--- src/rtl/hilo_mdu_ctrl.sv ---
// hilo_mdu_ctrl: sequences MULT/MULTU/DIV/DIVU/MTHI/MTLO and owns every
// write into the HI/LO register pair. Multiplies take one busy cycle.
// Divides run a 32-step restoring loop on magnitudes, then fix the signs.
module hilo_mdu_ctrl (
  input  logic        clk,
  input  logic        rst_n,
  input  logic        op_valid,
  input  logic [2:0]  op,
  input  logic [31:0] rs_data,
  input  logic [31:0] rt_data,
  input  logic        flush,
  output logic        busy,
  output logic        whi,
  output logic        wlo,
  output logic [31:0] hi_wdata,
  output logic [31:0] lo_wdata
);

  localparam logic [2:0] OP_MULT  = 3'b000;
  localparam logic [2:0] OP_MULTU = 3'b001;
  localparam logic [2:0] OP_DIV   = 3'b010;
  localparam logic [2:0] OP_DIVU  = 3'b011;
  localparam logic [2:0] OP_MTHI  = 3'b100;
  localparam logic [2:0] OP_MTLO  = 3'b101;

  typedef enum logic [1:0] {IDLE, MUL, DIV, FIX} state_t;

  state_t      state, state_n;
  logic [31:0] opa, opb;
  logic [31:0] rem, quo;
  logic [4:0]  cnt;
  logic        mul_signed, neg_q, neg_r;

  logic        accept, div_signed;
  logic [63:0] ext_a, ext_b, product;
  logic [32:0] trial;
  logic [31:0] q_fix, r_fix;
  logic        whi_n, wlo_n;
  logic [31:0] hi_n, lo_n;

  assign accept     = (state == IDLE) && op_valid && !flush;
  assign div_signed = (op == OP_DIV);
  assign busy       = (state != IDLE);

  // Multiply operands widened to 64 bits so one product serves both signednesses.
  assign ext_a   = mul_signed ? {{32{opa[31]}}, opa} : {32'd0, opa};
  assign ext_b   = mul_signed ? {{32{opb[31]}}, opb} : {32'd0, opb};
  assign product = ext_a * ext_b;

  // Restoring step: shift the next dividend bit into rem and try the divisor.
  assign trial = {rem, quo[31]} - {1'b0, opb};

  // Sign fix applied only in FIX; divide-by-zero loads flags cleared.
  assign q_fix = neg_q ? (32'd0 - quo) : quo;
  assign r_fix = neg_r ? (32'd0 - rem) : rem;

  // State register.
  always_ff @(posedge clk or negedge rst_n) begin
    if (!rst_n) state <= IDLE;
    else        state <= state_n;
  end

  // Next state and next HI/LO write values; a flush kills any pending write.
  always_comb begin
    state_n = state;
    whi_n   = 1'b0;
    wlo_n   = 1'b0;
    hi_n    = hi_wdata;
    lo_n    = lo_wdata;
    case (state)
      IDLE: begin
        if (accept) begin
          case (op)
            OP_MULT, OP_MULTU: state_n = MUL;
            OP_DIV, OP_DIVU:   state_n = (rt_data == 32'd0) ? FIX : DIV;
            OP_MTHI: begin
              whi_n = 1'b1;
              hi_n  = rs_data;
            end
            OP_MTLO: begin
              wlo_n = 1'b1;
              lo_n  = rs_data;
            end
            default: state_n = IDLE;
          endcase
        end
      end
      MUL: begin
        state_n = IDLE;
        if (!flush) begin
          whi_n = 1'b1;
          wlo_n = 1'b1;
          hi_n  = product[63:32];
          lo_n  = product[31:0];
        end
      end
      DIV: begin
        if (flush)              state_n = IDLE;
        else if (cnt == 5'd31)  state_n = FIX;
      end
      FIX: begin
        state_n = IDLE;
        if (!flush) begin
          whi_n = 1'b1;
          wlo_n = 1'b1;
          hi_n  = r_fix;
          lo_n  = q_fix;
        end
      end
      default: state_n = IDLE;
    endcase
  end

  // Operand capture on accept and one restoring divide step per DIV cycle.
  always_ff @(posedge clk or negedge rst_n) begin
    if (!rst_n) begin
      opa        <= 32'd0;
      opb        <= 32'd0;
      rem        <= 32'd0;
      quo        <= 32'd0;
      cnt        <= 5'd0;
      mul_signed <= 1'b0;
      neg_q      <= 1'b0;
      neg_r      <= 1'b0;
    end else if (accept) begin
      cnt <= 5'd0;
      case (op)
        OP_MULT, OP_MULTU: begin
          opa        <= rs_data;
          opb        <= rt_data;
          mul_signed <= (op == OP_MULT);
        end
        OP_DIV, OP_DIVU: begin
          if (rt_data == 32'd0) begin
            rem   <= rs_data;
            quo   <= 32'hFFFF_FFFF;
            neg_q <= 1'b0;
            neg_r <= 1'b0;
          end else begin
            rem   <= 32'd0;
            quo   <= (div_signed && rs_data[31]) ? (32'd0 - rs_data) : rs_data;
            opb   <= (div_signed && rt_data[31]) ? (32'd0 - rt_data) : rt_data;
            neg_q <= div_signed && (rs_data[31] ^ rt_data[31]);
            neg_r <= div_signed && rs_data[31];
          end
        end
        default: cnt <= 5'd0;
      endcase
    end else if (state == DIV) begin
      cnt <= cnt + 5'd1;
      if (!trial[32]) begin
        rem <= trial[31:0];
        quo <= {quo[30:0], 1'b1};
      end else begin
        rem <= {rem[30:0], quo[31]};
        quo <= {quo[30:0], 1'b0};
      end
    end
  end

  // Registered write port: pulses last one cycle, data holds its last value.
  always_ff @(posedge clk or negedge rst_n) begin
    if (!rst_n) begin
      whi      <= 1'b0;
      wlo      <= 1'b0;
      hi_wdata <= 32'd0;
      lo_wdata <= 32'd0;
    end else begin
      whi      <= whi_n;
      wlo      <= wlo_n;
      hi_wdata <= hi_n;
      lo_wdata <= lo_n;
    end
  end

endmodule

--- config.mk ---
export PLATFORM = sky130hd
export DESIGN_NAME = hilo_mdu_ctrl
export DESIGN_NICKNAME = d
export VERILOG_FILES = /design/src/rtl/hilo_mdu_ctrl.sv
export SDC_FILE = /design/constraint.sdc
export NUM_CORES = 2
export LEC_CHECK = 0
export CORE_MARGIN = 4
export CORE_UTILIZATION = 65
export CTS_BUF_LIST = sky130_fd_sc_hd__clkbuf_4 sky130_fd_sc_hd__clkbuf_8 sky130_fd_sc_hd__clkbuf_16
export CTS_CLUSTER_DIAMETER = 60
export DETAILED_ROUTE_END_ITERATION = 10
export PLACE_DENSITY = 0.86
export RECOVER_POWER = 50
export SYNTH_ARGS = -nofsm -noshare
export SYNTH_HDL_FRONTEND = slang
export SYNTH_SLANG_ARGS = --single-unit
--- constraint.sdc ---
create_clock -name clk -period 19.39 [get_ports clk]
set_clock_uncertainty 0.2 [all_clocks]
set_input_delay 5.817 -clock clk [delete_from_list [all_inputs] [get_ports clk]]
set_output_delay 5.817 -clock clk [all_outputs]
set_load 0.03 [all_outputs]
==> flow_summary.ini <==
[outcome]
status = finished with violations
violations = capacitance limit, slew limit

[cells_and_area]
drive_gt1_frac = 0.03206
multi_input_area_mm2 = 0.04893
fillers = 7044
areaGrowthSynthToFinish_pct = 5.353
fin_nets = 8429
seq_area_mm2 = 0.005119

[setup_path]
r2r_cells = 30
reg2reg_from = opa[31]$_DFFE_PN0P_
rr_endpoint = hi_wdata[29]$_DFFE_PN0P_
reg2reg_slack_ns = 8.71
path_class = in2async
crit_path_frequent_cell = clkbuf_1
crit_arrival_ns = 11.55
cp-start-kind = input port
critical-path-top-delay-family = buffers and inverters
crit_required_ns = 18.41
crit_buf_inv = 2
path_cells = clkbuf_1, clkbuf_1
slowest_stage = clkbuf_1
crit_path_start = rst_n
cp-end-kind = asynchronous set/reset pin
critPathMaxFanout = 74
slowest_delay_ns = 3.33

[global_route]
grt_pass1_wl_um = 291300
grt_max_degree = 97
grt_pass1_vias = 51980
grt_usage = 0.3845
grt_antenna_before_repair = 9
grt_overflow = 0

[die]
die_h_um = 314.9
start_util = 0.6559
coreArea_mm2 = 0.09333
die-area_mm2 = 0.09915
rows = 112
die_width_um = 314.9
io_pins = 138

[cts]
cts_tree = done
clk_path_buf_depth = 3
cts_resized = 0
hold_buffers = 0
clk_pin_slew_ns = 0.06
cts_buffers = 26
cts_max_level = 1
clk_latency_ns = 0.56
post_cts_buffers = 0
root_buffer = clkbuf_16
clock-sinks = 204

[synthesis]
syn_avg_cell_area_um2 = 9.156
synth-seq-cells = 204
synth.cell_area_mm2 = 0.06122
synth_cells = 6686
synthDominantCellAreaShare = 0.4644
synthTopCellsByArea = fa_1 46%, inv_1 9.7%, dfrtp_1 8.3%
synth_top_area_cell = fa_1
ys_types = 78
synth-edff-count = 0
synth-main-ff-cell = dfrtp_1
seq_area_frac_synth = 0.08339
async_flop_share = 1.000
syn_nets = 8523
yosys_warnings = 0

[timing]
max_freq_mhz = 79.84
finalSetupTns_ns = 0
tightest_slew_ns = 4.542
min_period_over_period = 0.6459
relSlewSlack = -2.028
setup_viol = 0
rsz0062_at_grt = no
drv_slew = 209
fin_crit_ns = 12.52
finalHoldViolations = 0

[placement]
hpwl_um = 147600
gp_congestion = 1.002
port_buffers = 137

[hold_path]
whs_endpoint = lo_wdata[6]$_DFFE_PN0P_
whs_path_depth = 2
min_path_type = reg2reg
worst_hold_startpoint = lo_wdata[6]$_DFFE_PN0P_

[flow_run]
maxCapViolCount = 3

[route]
wl_per_cell_um = 23.33
vias_per_cell = 6.042
drt.antenna.violating_nets = 0
drt-initial-drc-count = 4605
vias = 47550
drc = 0
dr.pass1.iters = 6
drt-total-wl_um = 183600
## logic make-up (layout without fill, tap and decap cells)
kind of cell,count (synthesis),in the layout,share of synthesized area
AO/OA/AOI/OAI,773,773,0.07767
XOR/XNOR,260,260,0.03720
adder cells (fa/ha/maj),1770,1770,0.5357
buffers and inverters,1931,1857,0.1185
flip-flops,204,204,0.08339
multiplexers,63,63,0.01102
other,0,3,0
AND/OR/NAND/NOR,1685,1685,0.1365
## area by class of cell
| class | count | share of cell area |
|---|---|---|
| Multi-Input combinational cell | 4551 | 0.7587 |
| Inverter | 1583 | 0.09213 |
| Sequential cell | 204 | 0.07937 |
| Timing Repair Buffer | 226 | 0.03135 |
| Tap cell | 1254 | 0.02433 |
| Clock buffer | 26 | 0.01009 |
| Clock inverter | 22 | 0.003880 |
| Antenna cell | 3 | 0.0001164 |
## layout by cell type (no fill, tap or decap), types with 16 or more instances in the layout
master           count
nor3_1              33
dfrtp_1            193
or3_1               20
o211ai_1            21
mux2_2              35
xnor2_1            179
inv_1             1583
nor4_1              16
o31ai_1             35
dlygate4sd3_1       29
a21oi_1            228
ha_1               346
buf_4               86
fa_1              1420
nand4_1             18
nand2_1            733
nand3_1             30
and3_1              30
a31oi_1             30
or4_1               16
clkdlybuf4s50_1    107
nor2_1             136
nand2b_1            22
clkbuf_16           26
xor2_1              81
a21o_1              65
o21ai_0            225
mux2i_1             28
a22oi_1             23
nor2b_1             25
and2_1             582
## cell usage after synthesis (32+ instances only)
library cell	instances
nor3_1	35
mux2_2	35
clkbuf_1	322
o21ai_0	226
a21o_1	65
nand2_1	734
o31ai_1	35
ha_1	346
xnor2_1	179
dfrtp_1	204
a31oi_1	32
a21oi_1	229
inv_1	1583
fa_1	1420
and2_1	582
nor2_1	137
xor2_1	81
## registers in the layout (all words and copies together), names as in the netlist
signal      flops
hi_wdata       32
whi             1
state           2
neg_q           1
opb            32
quo            32
cnt             5
lo_wdata       32
wlo             1
opa            32
neg_r           1
mul_signed      1
rem            32
## routing by layer
metal	routed length, um	GRT usage
met3	21490	0.09111
met5	91	0
met2	84470	0.6024
met1	65570	0.5031
met4	12010	0.2022
## how the worst max path moves through the flow
stage	end	slack (ns)	cells after the start
4_1_cts	rem[10]$_DFFE_PN0P_	8.67	12
3_3_place_gp	rem[12]$_DFFE_PN0P_	8.14	12
2_1_floorplan	hi_wdata[28]$_DFFE_PN0P_	9.83	29
6_report	opa[18]$_DFFE_PN0P_	6.87	2
3_5_place_dp	rem[10]$_DFFE_PN0P_	8.13	12
5_1_grt	opa[16]$_DFFE_PN0P_	5.82	2
## per-stage QoR
step           instance area, um2  setup WS (ns)  utilization  hold slack, ns  instances
3_5_place_dp                63610          8.132       0.6816          0.2699       7818
4_1_cts                     64510          8.673       0.6912          0.2840       7866
2_1_floorplan               61220          9.834            -          0.2498       6686
6_report                    64490          6.865       0.6910          0.2743       7869
3_3_place_gp                63600          8.139       0.6815          0.2614       7817
5_1_grt                     64490          5.823       0.6909          0.3070       7866
Power is not shown: default switching activity piles up to over one toggle a cycle in this logic, so the estimate is an artifact.
